$ cat src/rtl/ifetch_unit.sv
// ifetch_unit: instruction-fetch stage between the PC register and decode.
// Issues one fetch at a time over a req/ack handshake, buffers returned words
// in a small circular FIFO, and drives the PC register's stall input so the PC
// advances exactly once per issued fetch. A flush empties the FIFO and turns
// any outstanding fetch into a discarded one.
module ifetch_unit #(
    parameter int unsigned DEPTH = 2
) (
    input  logic        clk,
    input  logic        reset,
    input  logic [31:0] pc,
    output logic        pc_stall,
    input  logic        flush,
    output logic        imem_req,
    output logic [31:0] imem_addr,
    input  logic        imem_ack,
    input  logic [31:0] imem_rdata,
    output logic        inst_valid,
    output logic [31:0] inst,
    output logic [31:0] inst_pc,
    input  logic        inst_ready
);

    localparam int unsigned AW = $clog2(DEPTH);

    localparam logic [1:0] ST_IDLE    = 2'd0;
    localparam logic [1:0] ST_BUSY    = 2'd1;
    localparam logic [1:0] ST_DISCARD = 2'd2;

    localparam logic [AW:0]   DEPTH_CNT = DEPTH[AW:0];
    localparam logic [AW-1:0] PTR_ONE   = 1;

    logic [1:0]    state_q;
    logic [1:0]    state_d;
    logic [31:0]   addr_q;
    logic          issued_q;
    logic [AW:0]   cnt_q;
    logic [AW:0]   cnt_next;
    logic [AW-1:0] rd_ptr_q;
    logic [AW-1:0] wr_ptr_q;
    logic [31:0]   fifo_inst [DEPTH];
    logic [31:0]   fifo_pc   [DEPTH];

    logic ack;
    logic push;
    logic pop;
    logic issue;

    assign imem_req   = (state_q != ST_IDLE);
    assign imem_addr  = addr_q;
    assign pc_stall   = !(issued_q || flush);
    assign inst_valid = (cnt_q != '0);
    assign inst       = fifo_inst[rd_ptr_q];
    assign inst_pc    = fifo_pc[rd_ptr_q];

    assign ack      = imem_req && imem_ack;
    assign push     = (state_q == ST_BUSY) && ack && !flush;
    assign pop      = inst_valid && inst_ready && !flush;
    assign cnt_next = cnt_q + {{AW{1'b0}}, push} - {{AW{1'b0}}, pop};
    // Issue only when the FIFO will still have room after this edge's push/pop,
    // so a returned word can never be pushed into a full FIFO.
    assign issue    = !flush && (cnt_next < DEPTH_CNT) &&
                      ((state_q == ST_IDLE) || ((state_q == ST_BUSY) && ack));

    // Next-state selection for the fetch handshake.
    always_comb begin
        state_d = state_q;
        case (state_q)
            ST_IDLE: begin
                if (issue) state_d = ST_BUSY;
            end
            ST_BUSY: begin
                if (issue)      state_d = ST_BUSY;
                else if (ack)   state_d = ST_IDLE;
                else if (flush) state_d = ST_DISCARD;
            end
            ST_DISCARD: begin
                if (ack) state_d = ST_IDLE;
            end
            default: state_d = ST_IDLE;
        endcase
    end

    // Fetch state, captured fetch address and the one-cycle issue pulse.
    always_ff @(posedge clk) begin
        if (reset) begin
            state_q  <= ST_IDLE;
            addr_q   <= '0;
            issued_q <= 1'b0;
        end else begin
            state_q  <= state_d;
            issued_q <= issue;
            if (issue) addr_q <= pc;
        end
    end

    // Instruction FIFO: circular buffer of {fetch address, instruction word}.
    always_ff @(posedge clk) begin
        if (reset) begin
            cnt_q    <= '0;
            rd_ptr_q <= '0;
            wr_ptr_q <= '0;
            for (int unsigned i = 0; i < DEPTH; i++) begin
                fifo_inst[i] <= '0;
                fifo_pc[i]   <= '0;
            end
        end else if (flush) begin
            cnt_q    <= '0;
            rd_ptr_q <= '0;
            wr_ptr_q <= '0;
        end else begin
            if (push) begin
                fifo_inst[wr_ptr_q] <= imem_rdata;
                fifo_pc[wr_ptr_q]   <= addr_q;
                wr_ptr_q            <= wr_ptr_q + PTR_ONE;
            end
            if (pop) rd_ptr_q <= rd_ptr_q + PTR_ONE;
            cnt_q <= cnt_next;
        end
    end

endmodule
$ cat config.mk
export PLATFORM = sky130hd
export DESIGN_NAME = ifetch_unit
export DESIGN_NICKNAME = d
export VERILOG_FILES = /design/src/rtl/ifetch_unit.sv
export SDC_FILE = /design/constraint.sdc
export NUM_CORES = 1
export LEC_CHECK = 0
export BUFFER_PORTS_ARGS = -buffer_cell sky130_fd_sc_hd__buf_2
export CAP_MARGIN = 20
export CORE_MARGIN = 5
export CORE_UTILIZATION = 39
export CTS_CLUSTER_SIZE = 20
export DETAILED_ROUTE_END_ITERATION = 8
export PLACE_DENSITY_LB_ADDON = 0.08
export SYNTH_ARGS = -nofsm -noshare
export SYNTH_HDL_FRONTEND = slang
export SYNTH_SLANG_ARGS = --single-unit
$ cat constraint.sdc
create_clock -name clk -period 6.8 [get_ports clk]
set_input_delay 0.68 -clock clk [delete_from_list [all_inputs] [get_ports clk]]
set_output_delay 0.68 -clock clk [all_outputs]
set_load 0.005 [all_outputs]
Word-level counts from Yosys, hierarchy flattened
Memory sizes are Yosys's and may differ from the RTL's. A register that Yosys moved wholly into a read port is not among the register bits.
Index checks and enable logic that the tools add are counted.
{"block": "classes", "add_sub_neg": 4, "order_cmp": 1, "eq_ne": 5, "n_mux": 22, "reduce_logical": 18}
{"op": "$mux W32", "n": 2}
{"op": "$reduce_or A32 Y1", "n": 2}
{"op": "$mux W1", "n": 14}
{"op": "$mux W2", "n": 5}
{"op": "$logic_and A1 B1 Y1", "n": 7}
{"op": "$pmux W2 S3", "n": 1}
{"op": "$ne A2 B2 Y1 const B", "n": 2}
{"op": "$ne A4 B4 Y1 const B", "n": 1}
{"op": "$reduce_bool A2 Y1", "n": 2}
{"op": "$reduce_and A3 Y1", "n": 1}
{"op": "$add A1 B1 Y1 const B", "n": 2}
{"op": "$add A2 B1 Y2", "n": 1}
{"op": "$eq A2 B1 Y1 const B", "n": 1}
{"op": "$eq A2 B2 Y1 const B", "n": 1}
{"op": "$logic_not A1 Y1", "n": 2}
{"op": "$logic_not A2 Y1", "n": 1}
{"op": "$logic_or A1 B1 Y1", "n": 2}
{"op": "$lt A2 B2 Y1 const B", "n": 1}
{"op": "$reduce_or A2 Y1", "n": 1}
{"op": "$sub A2 B1 Y2", "n": 1}
{"block": "totals", "reg_bits": 39, "ramBits": 128, "input_bits": 69, "out_inout_bits": 99, "elab_cells": 58, "mem_count": 2}
{"memory": "fifo_inst", "words": 2, "word_bits": 32, "rd": 1, "rd_clocked_by_memory_dff": 1, "write_ports": 2, "line_no": "41", "rtl": "logic [31:0] fifo_inst [DEPTH];"}
{"memory": "fifo_pc", "words": 2, "word_bits": 32, "rd": 1, "rd_clocked_by_memory_dff": 1, "write_ports": 2, "line_no": "42", "rtl": "logic [31:0] fifo_pc [DEPTH];"}

Logic depth before layout (Yosys ltp)
Gate-level depths: netlist of run 1.
{"block": "depth", "word_depth": 11, "mapped_depth": 10, "depth_no_buf": 8}

Least setup slack after synthesis of run 1
OpenSTA, ideal clock, no wires.
{"block": "synth_timing", "path_kind": "input to register", "start": "input imem_ack", "end": "memory fifo_inst[1][0], enable pin", "t_arrival_ps": 2548, "path_slack_ps": 3832, "stages": 2, "path_buffers": 0, "cell_sequence": "nor4bb_1 > a21o_1"}
{"element": "start, declared", "line_no": "16", "rtl": "input logic imem_ack,"}
{"element": "end, declared", "line_no": "41"}

==> summary.log, run 1 <==
INFO  status         status=complete, no violations
INFO  floorplanning  die-height=147microns
INFO  synthesis      synthDominantCellAreaShare=52.7%
INFO  grt            antenna_found_initial=0
INFO  worst_setup_path timing.rr.start=state_q[1]
INFO  placement      globalplace.congestion=0.724
INFO  route          final_antenna_net_count=0
INFO  cts            cts-resized-gates=0
INFO  timing         clock.fmax=0.314GHz
INFO  grt            grt_overflow_total=0
INFO  flow_run       max_cap_violations=0
INFO  power          total_switching_power=0.481mW
INFO  floorplanning  fp-row-count=50
INFO  route          top_layer_used=met4
INFO  synthesis      synth_seq_cells=168
INFO  worst_setup_path critPathBufInv=2
INFO  worst_setup_path regToRegEndpoint=imem_addr[22]
INFO  cts            clock_tree_from_tritoncts=yes
INFO  power          power.share.switching=21.2%
INFO  worst_setup_path rrSetupSlack=3720ps
INFO  route          drt-vias-per-instance=4.70
INFO  worst_setup_path crit_path_max_incr_delay=880ps
INFO  power          leakage=3.73nW
INFO  power          seq_power_share=51.3%
INFO  synthesis      commonest_cells_in_the_synthesized_netlist=and2_1, edfxtp_1, mux2_2, nand2b_1, dfxtp_1
INFO  worst_setup_path reg2reg_depth=9
INFO  synthesis      fraction_of_registers_with_async_set_or_reset_after_synthesis=0%
INFO  power          vdd_ir_drop_max=0.000168V
INFO  power          internal_power=1.79mW
INFO  synthesis      avgSynthCellArea=14.0squm
INFO  route          post-route-drc-count=0
INFO  grt            grt_max_degree=69
INFO  power          clockPowerShare=42.4%
INFO  worst_setup_path path_max_fanout=68
INFO  cts            clock-root-buffer=clkbuf_16
INFO  grt            global_route_wire_length_before_repair=24,800microns
INFO  timing         final_min_period_over_clock_period=46.9%
INFO  worst_setup_path end_kind=flop
INFO  synthesis      yosysWarningCount=0
INFO  hold_path      hold_end=state_q[1]
INFO  route          wire_per_inst=16.8microns
INFO  cts            clock-sinks=168
INFO  timing         final_max_slew_viol_count=0
INFO  worst_setup_path critical-path-top-delay-family=simple AND/OR/NAND/NOR gates
INFO  grt            grt_usage=14.7%
INFO  route          drt_pre_antenna_iters=5
INFO  synthesis      synth_cells=521
INFO  timing         timing.setup.tns=0ps
INFO  power          comb_power_share=6.3%
INFO  hold_path      min_delay_startpoint=imem_ack
INFO  placement      post-dp-hpwl=9450microns
INFO  floorplanning  die_w=147microns
INFO  cts            cts.reportedPaths.clkPinSlew=60ps
INFO  route          vias=4,344
INFO  worst_setup_path critical_path_required=6840ps
INFO  cells_and_area multi_input_comb_area=0.00251sqmm
INFO  timing         max-slew-margin-rel=33.9%
INFO  route          routed_wl=15,500microns
INFO  timing         hold_violations=0
INFO  route          met1_length=6730microns
INFO  floorplanning  die_area=0.0215sqmm
INFO  placement      dp.cells=893
INFO  hold_path      min_delay_path_depth=2
INFO  synthesis      dominantRegCellSynth=edfxtp_1
INFO  worst_setup_path setup.worst_path.start_class=input port
INFO  timing         final_period_minus_worst_setup_slack=3190ps
INFO  route          route.met3.wl=712microns
INFO  synthesis      mappedNetlistNets=592
INFO  cts            cts.htree.levels=4
INFO  placement      placement.io_buffers=167
INFO  floorplanning  floorplan.io_pins=168
INFO  route          initialDrtViolationCount=192
INFO  timing         timing_worst_slew_pin_value=992ps
INFO  synthesis      netlist_area=0.00729sqmm
INFO  route          wl_met2=7840microns
INFO  grt            grt_pass1_vias=4,703
INFO  worst_setup_path crit_type=in -> reg
INFO  cells_and_area register_area=0.00465sqmm
INFO  cells_and_area stdcell_count=925
INFO  timing         final.setup_skew=7.78ps
INFO  hold_path      worst_hold_path_type=in -> reg
INFO  cts            cts_hold_repair.buffers=0
INFO  worst_setup_path crit_chain=buf_2, or2_1, nor4_4, buf_4, or2_4
INFO  cts            post_cts_buffers=0
INFO  cells_and_area fill_cells=1,695
INFO  worst_setup_path cpMaxStageDelayCell=or2_4
INFO  cells_and_area antennaDiodeCount=0
INFO  synthesis      seq_area_frac_synth=63.7%
INFO  cts            inserted_clock_buffers=17
INFO  cts            clock_tree.buffer_depth=2
INFO  synthesis      synthTopCellsByArea=edfxtp_1, and2_1, dfxtp_1, mux2_2, nand2b_1
INFO  floorplanning  floorplan.initialDensity=39.3%
INFO  cells_and_area finish.net_count=749
INFO  worst_setup_path worstPathArrival=3220ps
INFO  cts            worstSkewPairLatency=420ps
INFO  synthesis      synth_largest_area_cell=edfxtp_1
INFO  floorplanning  placeableCoreArea=0.0186sqmm
INFO  synthesis      synth_edf_count=128
INFO  cells_and_area area_growth=22.1%
INFO  timing         unrepaired_setup_endpoints_after_global_routing=no
INFO  synthesis      synth.distinct_cells=29
INFO  timing         finalSetupViolCount=0
INFO  cells_and_area share_of_layout_cells_above_drive_strength_1=39.2%
INFO  power          power.density_cell_area=255mW/mm^2
==> registers in the layout (all words and copies together) (netlist names), named ones only <==
| register | cells |
|---|---|
| cnt_q | 2 |
| wr_ptr_q | 1 |
| rd_ptr_q | 1 |
| state_q | 2 |
| fifo_inst | 64 |
| imem_addr | 32 |
| fifo_pc | 64 |
| issued_q | 1 |
==> layout make-up <==
type | count | share of cell area, %
sequential | 168 | 52.2
multi-input combinational | 318 | 28.2
timing repair buffer | 170 | 9.63
clock buffer | 19 | 4.86
tap | 234 | 3.29
clock inverter | 13 | 1.73
inverter | 3 | 0.126
==> layout by cell type, fill, tap and decap left out, types with 2 or more instances in the layout <==
cell type,instances
and2_1,128
bufinv_16,3
mux2i_1,32
inv_1,3
nand2_1,2
dfxtp_1,39
or2_2,2
edfxtp_1,128
clkinvlp_4,2
nor2_1,6
nor4_4,2
nand2b_1,65
ha_1,2
buf_4,3
clkinv_4,2
clkbuf_1,2
clkinv_1,2
clkinv_2,2
mux2_2,65
nor2b_1,2
buf_2,167
clkbuf_16,17
==> power by group through the flow <==
| stage | combinational (mW) | clock (mW) | sequential, mW |
|---|---|---|---|
| final | 0.144 | 0.963 | 1.16 |
| after global routing | 0.160 | 1.03 | 1.17 |
| after CTS | 0.149 | 0.987 | 1.17 |
| after detailed placement | 0.148 | 0 | 1.19 |
| after global placement | 0.146 | 0 | 1.19 |
| after floorplan | 0.0759 | 0 | 1.18 |
==> routing by layer <==
metal / GRT usage (%) / up-vias
met5: 0 / -
met4: 5.50 / 0
met3: 4.07 / 18
met2: 25.4 / 105
met1: 17.6 / 2107
li1: - / 2114
==> worst max-delay path by stage <==
stage                   from               to  slack [ps]  cells past startpoint
detailed placement     reset  fifo_inst[0][6]        3110                      5
global route           reset  fifo_inst[0][9]        3330                      5
floorplan           imem_ack  fifo_inst[1][0]        3830                      2
global placement       reset   fifo_pc[0][23]        3180                      5
CTS                    reset   fifo_pc[0][18]        3570                      5
finish                 reset  fifo_inst[0][9]        3610                      5
==> worst reg2reg max path: cells and delay by family, from the launching register on <==
kind	cells	cell delay, ps
buffers and inverters	3	660
muxes	1	270
xor gates and xnor gates	1	320
DFF	1	430
and+or+nand+nor	2	880
adders and majority gates	2	440
==> kinds of logic (layout without fill, tap and decap cells) <==
kind of cell | count (synthesis) | count (layout) | synth area share (%)
fa+ha+maj | 2 | 2 | 0.343
mux | 97 | 97 | 14.4
buf+inv | 35 | 205 | 2.14
xor+xnor | 3 | 3 | 0.566
compound gates | 3 | 3 | 0.275
flops | 168 | 168 | 63.7
simple gates | 213 | 213 | 18.6
==> through the flow <==
stage                     total power [mW]  util [%]  setup slack [ps]  hold WS, ps  instance area [sq um]
after floorplan                       1.26         -              3830          472                   7290
after global placement                1.33      44.8              3180          481                   8320
after detailed placement              1.34      44.8              3110          492                   8320
after CTS                             2.30      47.9              3570          458                   8910
after global routing                  2.36      47.9              3330          476                   8910
final                                 2.27      47.9              3610          474                   8910
Power figures use the tool's default switching activity.
==> run 2, diff against run 1 <==
clock period = 2.9 ns   (was 6.8 ns; I/O delays follow)
==> run 2 against run 1 <==
Worst setup slack worse by 3200 ps. Clock power increased by 120%. Via count rose by 1.2%. Critical path depth rose by 4. Sequential power up 140%. Combinational power rose by 140%. Cell count grew 0.76%. Routed wire length rose by 0.74%. Worst hold slack got worse by 390 ps. Clock-buffer cell count is 4 higher. Register-to-register slack lost 3300 ps.
==> summary.log, run 2 (same netlist as run 1, synthesis figures left out) <==
INFO  timing         timing.setup.tns=0ps [unchanged]
INFO  cts            cts_hold_repair.buffers=0 [unchanged]
INFO  placement      minimum_setup_slack_after_placement=294ps [-2810 ps]
INFO  placement      post-dp-hpwl=10,000microns [+5.9%]
INFO  route          final_antenna_net_count=0 [unchanged]
INFO  worst_setup_path worstPathArrival=2840ps [-380 ps]
INFO  cts            worstSkewPairLatency=420ps [about the same]
INFO  floorplanning  die_area=0.0215sqmm [unchanged]
INFO  cts            post_cts_buffers=0 [unchanged]
INFO  floorplanning  floorplan.initialDensity=39.3% [unchanged]
INFO  cts            clock-sinks=168 [unchanged]
INFO  worst_setup_path end_kind=flop
INFO  grt            antenna_found_initial=0 [unchanged]
INFO  cells_and_area postLayoutCellArea=0.00898sqmm [+0.86%]
INFO  timing         final.setup_skew=11.8ps [+4.01 ps]
INFO  cts            cts-resized-gates=0 [unchanged]
INFO  timing         clock.fmax=0.401GHz
INFO  worst_setup_path crit_type=reg -> reg
INFO  grt            global_route_wire_length_before_repair=25,000microns [+1.1%]
INFO  floorplanning  placeableCoreArea=0.0186sqmm [unchanged]
INFO  grt            grt_max_degree=68 [-1.4%]
INFO  placement      placement_stage_cell_area=0.00843sqmm [+1.3%]
INFO  cts            cts.htree.levels=4 [unchanged]
INFO  floorplanning  fp-row-count=50 [unchanged]
INFO  flow_run       max_cap_violations=0 [unchanged]
INFO  cts            clock_tree.buffer_depth=2 [unchanged]
INFO  timing         hold_violations=0 [unchanged]
INFO  hold_path      worst_hold_path_type=in -> reg
INFO  cts            cts.reportedPaths.clkPinSlew=60ps [about the same]
INFO  timing         final_period_minus_worst_setup_slack=2500ps
INFO  timing         final_min_period_over_clock_period=86.1%
INFO  cts            clock_tree_from_tritoncts=yes
INFO  cells_and_area finish.utilization=48.4% [+0.41 points]
INFO  grt            grt_pass1_vias=4,718 [+0.32%]
INFO  timing         unrepaired_setup_endpoints_after_global_routing=no
INFO  cts            clock-root-buffer=clkbuf_16
INFO  power          vdd_ir_drop_max=0.000410V [+140%]
INFO  hold_path      min_delay_path_depth=2 [unchanged]
INFO  worst_setup_path reg2reg_depth=9 [unchanged]
INFO  route          post-route-drc-count=0 [unchanged]
INFO  worst_setup_path critical_path_required=3240ps [-3600 ps]
INFO  floorplanning  floorplan.io_pins=168 [unchanged]
INFO  route          drt_pre_antenna_iters=4 [-1]
INFO  status         status=complete, no violations
INFO  cells_and_area share_of_layout_cells_above_drive_strength_1=39.8% [+0.61 points]
INFO  route          initialDrtViolationCount=176 [-8.3%]
INFO  cells_and_area layout.cells.most_common=buf_2
INFO  worst_setup_path setup.worst_path.start_class=flop
INFO  floorplanning  die-height=147microns [unchanged]
INFO  placement      placement.io_buffers=167 [unchanged]
INFO  power          power.density_cell_area=578mW/mm^2 [+130%]
INFO  cells_and_area leading_cell_types_in_the_layout_fill_and_taps_excluded=buf_2, and2_1, edfxtp_1, mux2_2, nand2b_1
INFO  cells_and_area finish.net_count=757 [+1.1%]
INFO  timing         max-slew-margin-rel=58.1% [+24 points]
INFO  route          routed_wl=15,600microns [+0.74%]
INFO  timing         timing_worst_slew_pin_value=628ps [-364 ps]
INFO  worst_setup_path path_max_fanout=32 [-53%]
INFO  cts            inserted_clock_buffers=17 [unchanged]
INFO  cells_and_area antennaDiodeCount=0 [unchanged]
INFO  grt            grt_overflow_total=0 [unchanged]
INFO  floorplanning  die_w=147microns [unchanged]
INFO  cells_and_area area_growth=23.2%
INFO  grt            grt_usage=15.0% [+0.24 points]
INFO  timing         final_max_slew_viol_count=0 [unchanged]
INFO  timing         finalSetupViolCount=0 [unchanged]
INFO  power          leakage=3.77nW [+1.2%]
INFO  route          vias=4,395 [+1.2%]
INFO  route          drt-vias-per-instance=4.72 [+0.41%]
INFO  placement      globalplace.congestion=0.728 [+0.62%]
INFO  route          wire_per_inst=16.8microns [about the same]
INFO  timing         fin_ws=403ps [-3210 ps]
## run 2: changes by cell type in the layout (fill, tap and decap cells not counted), sizes merged
| cell | delta |
|---|---|
| clkinv | -1 |
| clkinvlp | -1 |
| inv | -1 |
| clkbuf | +4 |
| bufinv | -2 |
| buf | +8 |
## run 2: through the flow
stage	power, mW	cells	hold slack (ps)
finish	5.20	932	87.4
detailed placement	3.14	901	485
global route	5.41	932	66.9
CTS	5.28	932	60.7
floorplan	2.95	521	367
global placement	3.13	901	479
## run 2: power breakdown
part	internal [mW]	switching (mW)	total, mW
sequential	2.68	0.0461	2.73
combinational	0.176	0.176	0.352
clock	1.25	0.872	2.12
## run 2: cell type report
| cell class | count | area, sq um |
|---|---|---|
| clock buffers | 23 | 479 |
| clock inverters | 8 | 73.8 |
| fillers | 1702 | 9600 |
| inverters | 3 | 11.3 |
| multi-input cells | 318 | 2510 |
| flip-flops and latches | 168 | 4650 |
| well taps | 234 | 293 |
| repair buffers | 178 | 968 |
## run 2: worst max-delay path, stage by stage (launching register included)
cell and delay [ps]:
dfxtp_1 410, nor4bb_1 320, inv_1 80, ha_1 290, inv_1 60, ha_1 140
xor3_1 300, nor4_4 290, buf_12 290, mux2i_1 220
## run 2: worst paths after layout
kind	from	end	slack, ps
setup reg to reg	state_q[0]	imem_addr[29]	400
setup / recovery	state_q[0]	imem_addr[29]	400
hold reg to reg	imem_addr[17]	imem_addr[17]	490
hold / removal	imem_ack	state_q[1]	90
## run 2: metal layers
layer  track usage (%)  vias to the layer above  part of all wire [%]
li1                  -                     2129                     -
met4              4.28                        0                  0.88
met1              17.9                     2157                    43
met3              5.12                       10                   5.3
met5                 0                        -                     0
met2              25.7                       99                    51
==> run 3, diff against run 2 <==
CORE_UTILIZATION = 49   (was 39)
CTS_CLUSTER_DIAMETER = 80   (was not set)
==> run 3 against run 2 <==
Non-clock buffer count stayed put. Worst setup slack got worse by 190 ps. Global-route usage rose by 2.3 points. First-iteration DRC count grew 26%. Critical path type unchanged.
==> summary.log, run 3 (same netlist as run 1, synthesis figures left out) <==
INFO  cts            inserted_clock_buffers=17 [unchanged]
INFO  cells_and_area antennaDiodeCount=0 [unchanged]
INFO  timing         final_max_slew_viol_count=0 [unchanged]
INFO  cells_and_area multi_input_comb_area=0.00251sqmm [unchanged]
INFO  route          routed_wl=14,900microns [-4.8%]
INFO  floorplanning  die_area=0.0174sqmm [-19%]
INFO  cells_and_area fill_cells=1,161 [-32%]
INFO  placement      globalplace.congestion=0.733 [+0.67%]
INFO  route          met1_length=6360microns [-5.6%]
INFO  power          leakage=3.76nW [-0.30%]
INFO  timing         final.setup_skew=7.11ps [-4.68 ps]
INFO  route          drt_pre_antenna_iters=4 [unchanged]
INFO  cts            worstSkewPairLatency=420ps [about the same]
INFO  placement      placement_stage_cell_area=0.00834sqmm [-1.0%]
INFO  route          route.met3.wl=712microns [-14%]
INFO  timing         timing.setup.tns=0ps [unchanged]
INFO  route          drt-vias-per-instance=4.92 [+4.3%]
INFO  floorplanning  fp-row-count=44 [-12%]
INFO  worst_setup_path rrSetupSlack=220ps [-190 ps]
INFO  cells_and_area postLayoutCellArea=0.00887sqmm [-1.3%]
INFO  hold_path      worst_hold_path_type=in -> reg
INFO  timing         final_min_period_over_clock_period=92.5% [+6.4 points]
INFO  timing         unrepaired_setup_endpoints_after_global_routing=no
INFO  timing         final_period_minus_worst_setup_slack=2680ps [+185 ps]
INFO  cts            clock_tree_from_tritoncts=yes
INFO  power          total_switching_power=1.06mW [-2.8%]
INFO  power          internal_power=4.04mW [-1.6%]
INFO  timing         clock.fmax=0.373GHz [-6.9%]
INFO  timing         timing_worst_slew_pin_value=908ps [+280 ps]
INFO  timing         max-slew-margin-rel=39.4% [-19 points]
INFO  timing         hold_violations=0 [unchanged]
INFO  cells_and_area share_of_layout_cells_above_drive_strength_1=39.5% [-0.34 points]
INFO  power          power=5.10mW [-1.8%]
INFO  grt            global_route_wire_length_before_repair=23,600microns [-5.7%]
INFO  cts            cts.reportedPaths.clkPinSlew=60ps [about the same]
INFO  route          final_antenna_net_count=0 [unchanged]
INFO  floorplanning  floorplan.io_pins=168 [unchanged]
INFO  route          vias=4,341 [-1.2%]
INFO  power          power.share.switching=20.8% [-0.22 points]
INFO  worst_setup_path worstPathArrival=3020ps [+180 ps]
INFO  power          seq_power_share=53.5% [+1.0 points]
INFO  worst_setup_path crit_type=reg -> reg
INFO  floorplanning  die_w=132microns [-10%]
INFO  grt            grt_max_degree=68 [unchanged]
INFO  cells_and_area stdcell_count=883 [-5.3%]
INFO  cells_and_area finish.net_count=757 [unchanged]
INFO  cts            cts.htree.levels=4 [unchanged]
INFO  grt            antenna_found_initial=0 [unchanged]
INFO  floorplanning  floorplan.initialDensity=50.0% [+11 points]
INFO  floorplanning  die-height=132microns [-10%]
INFO  route          post-route-drc-count=0 [unchanged]
INFO  placement      post-dp-hpwl=9550microns [-4.5%]
INFO  power          comb_power_share=6.8% [about the same]
INFO  route          top_layer_used=met4
INFO  route          wl_met2=7610microns [-4.2%]
INFO  cells_and_area area_growth=21.6%
INFO  cells_and_area register_area=0.00465sqmm [unchanged]
INFO  timing         finalSetupViolCount=0 [unchanged]
INFO  cts            cts-resized-gates=0 [unchanged]
INFO  placement      dp.cells=851 [-5.5%]
INFO  cts            post_cts_buffers=0 [unchanged]
INFO  worst_setup_path setup.worst_path.start_class=flop
INFO  cells_and_area layout.cells.most_common=buf_2
INFO  floorplanning  placeableCoreArea=0.0146sqmm [-21%]
INFO  power          vdd_ir_drop_max=0.000435V [+6.1%]
INFO  worst_setup_path path_max_fanout=20 [-38%]
INFO  route          initialDrtViolationCount=222 [+26%]
INFO  cts            clock_tree.buffer_depth=2 [unchanged]
INFO  cts            clock-root-buffer=clkbuf_16
INFO  power          clockPowerShare=39.7% [-1.0 points]
INFO  grt            grt_pass1_vias=4,684 [-0.72%]
INFO  grt            grt_overflow_total=0 [unchanged]
INFO  power          power.density_cell_area=575mW/mm^2 [-0.58%]
INFO  placement      placement.io_buffers=167 [unchanged]
INFO  grt            grt_usage=17.3% [+2.3 points]
INFO  status         status=complete, no violations
INFO  cts            clock-sinks=168 [unchanged]
INFO  route          wire_per_inst=16.9microns [+0.52%]
INFO  flow_run       max_cap_violations=0 [unchanged]
INFO  cells_and_area leading_cell_types_in_the_layout_fill_and_taps_excluded=buf_2, and2_1, edfxtp_1, mux2_2, nand2b_1
INFO  cts            cts_hold_repair.buffers=0 [unchanged]
INFO  worst_setup_path end_kind=flop
INFO  worst_setup_path critical_path_required=3240ps [about the same]
## run 3: cell types whose count changed in the layout (fill, tap and decap cells not counted), sizes merged
cell      before  now
clkinv         5    4
bufinv         1    0
clkbuf        23   28
clkinvlp       2    0
## run 3: power by group through the flow
| stage | Clock (mW) | Combinational (mW) | Sequential (mW) |
|---|---|---|---|
| floorplan | 0 | 0.178 | 2.77 |
| global route | 2.17 | 0.384 | 2.74 |
| CTS | 2.08 | 0.357 | 2.73 |
| global placement | 0 | 0.350 | 2.78 |
| finish | 2.03 | 0.347 | 2.73 |
| detailed placement | 0 | 0.355 | 2.78 |
## run 3: final cells by class
| class | instances | area share, % |
|---|---|---|
| Clock inverter | 4 | 0.226 |
| Tap cell | 184 | 2.60 |
| Inverter | 3 | 0.127 |
| Clock buffer | 28 | 5.71 |
| Multi-Input combinational cell | 318 | 28.3 |
| Sequential cell | 168 | 52.4 |
| Timing Repair Buffer | 178 | 10.6 |
## run 3: final timing paths
kind | from | to | cells after the start
worst max-delay path | state_q[0] | imem_addr[24] | 9
worst max register to register | state_q[0] | imem_addr[24] | 9
worst min register to register | imem_addr[10] | imem_addr[10] | 2
worst min-delay path | imem_ack | state_q[1] | 2
## run 3: through the flow
stage	worst slack [ps]	hold WS, ps	util (%)
finish	218	92.1	60.8
CTS	186	71.4	60.8
global placement	341	477	57.2
floorplan	73.3	367	-
global route	40.0	96.7	60.8
detailed placement	125	490	57.2
## run 3: routing by layer
layer	global-route usage, %	vias up
met3	4.85	17
met4	6.34	0
met5	0	-
met2	29.9	115
met1	20.7	2072
li1	-	2137
## run 3: critical path: stages, from the launching register on
cell	delay [ps]
dfxtp_1	410
nor4bb_1	370
inv_1	90
ha_1	310
inv_1	60
ha_1	150
xor3_1	300
nor4_4	260
buf_4	370
mux2i_1	260
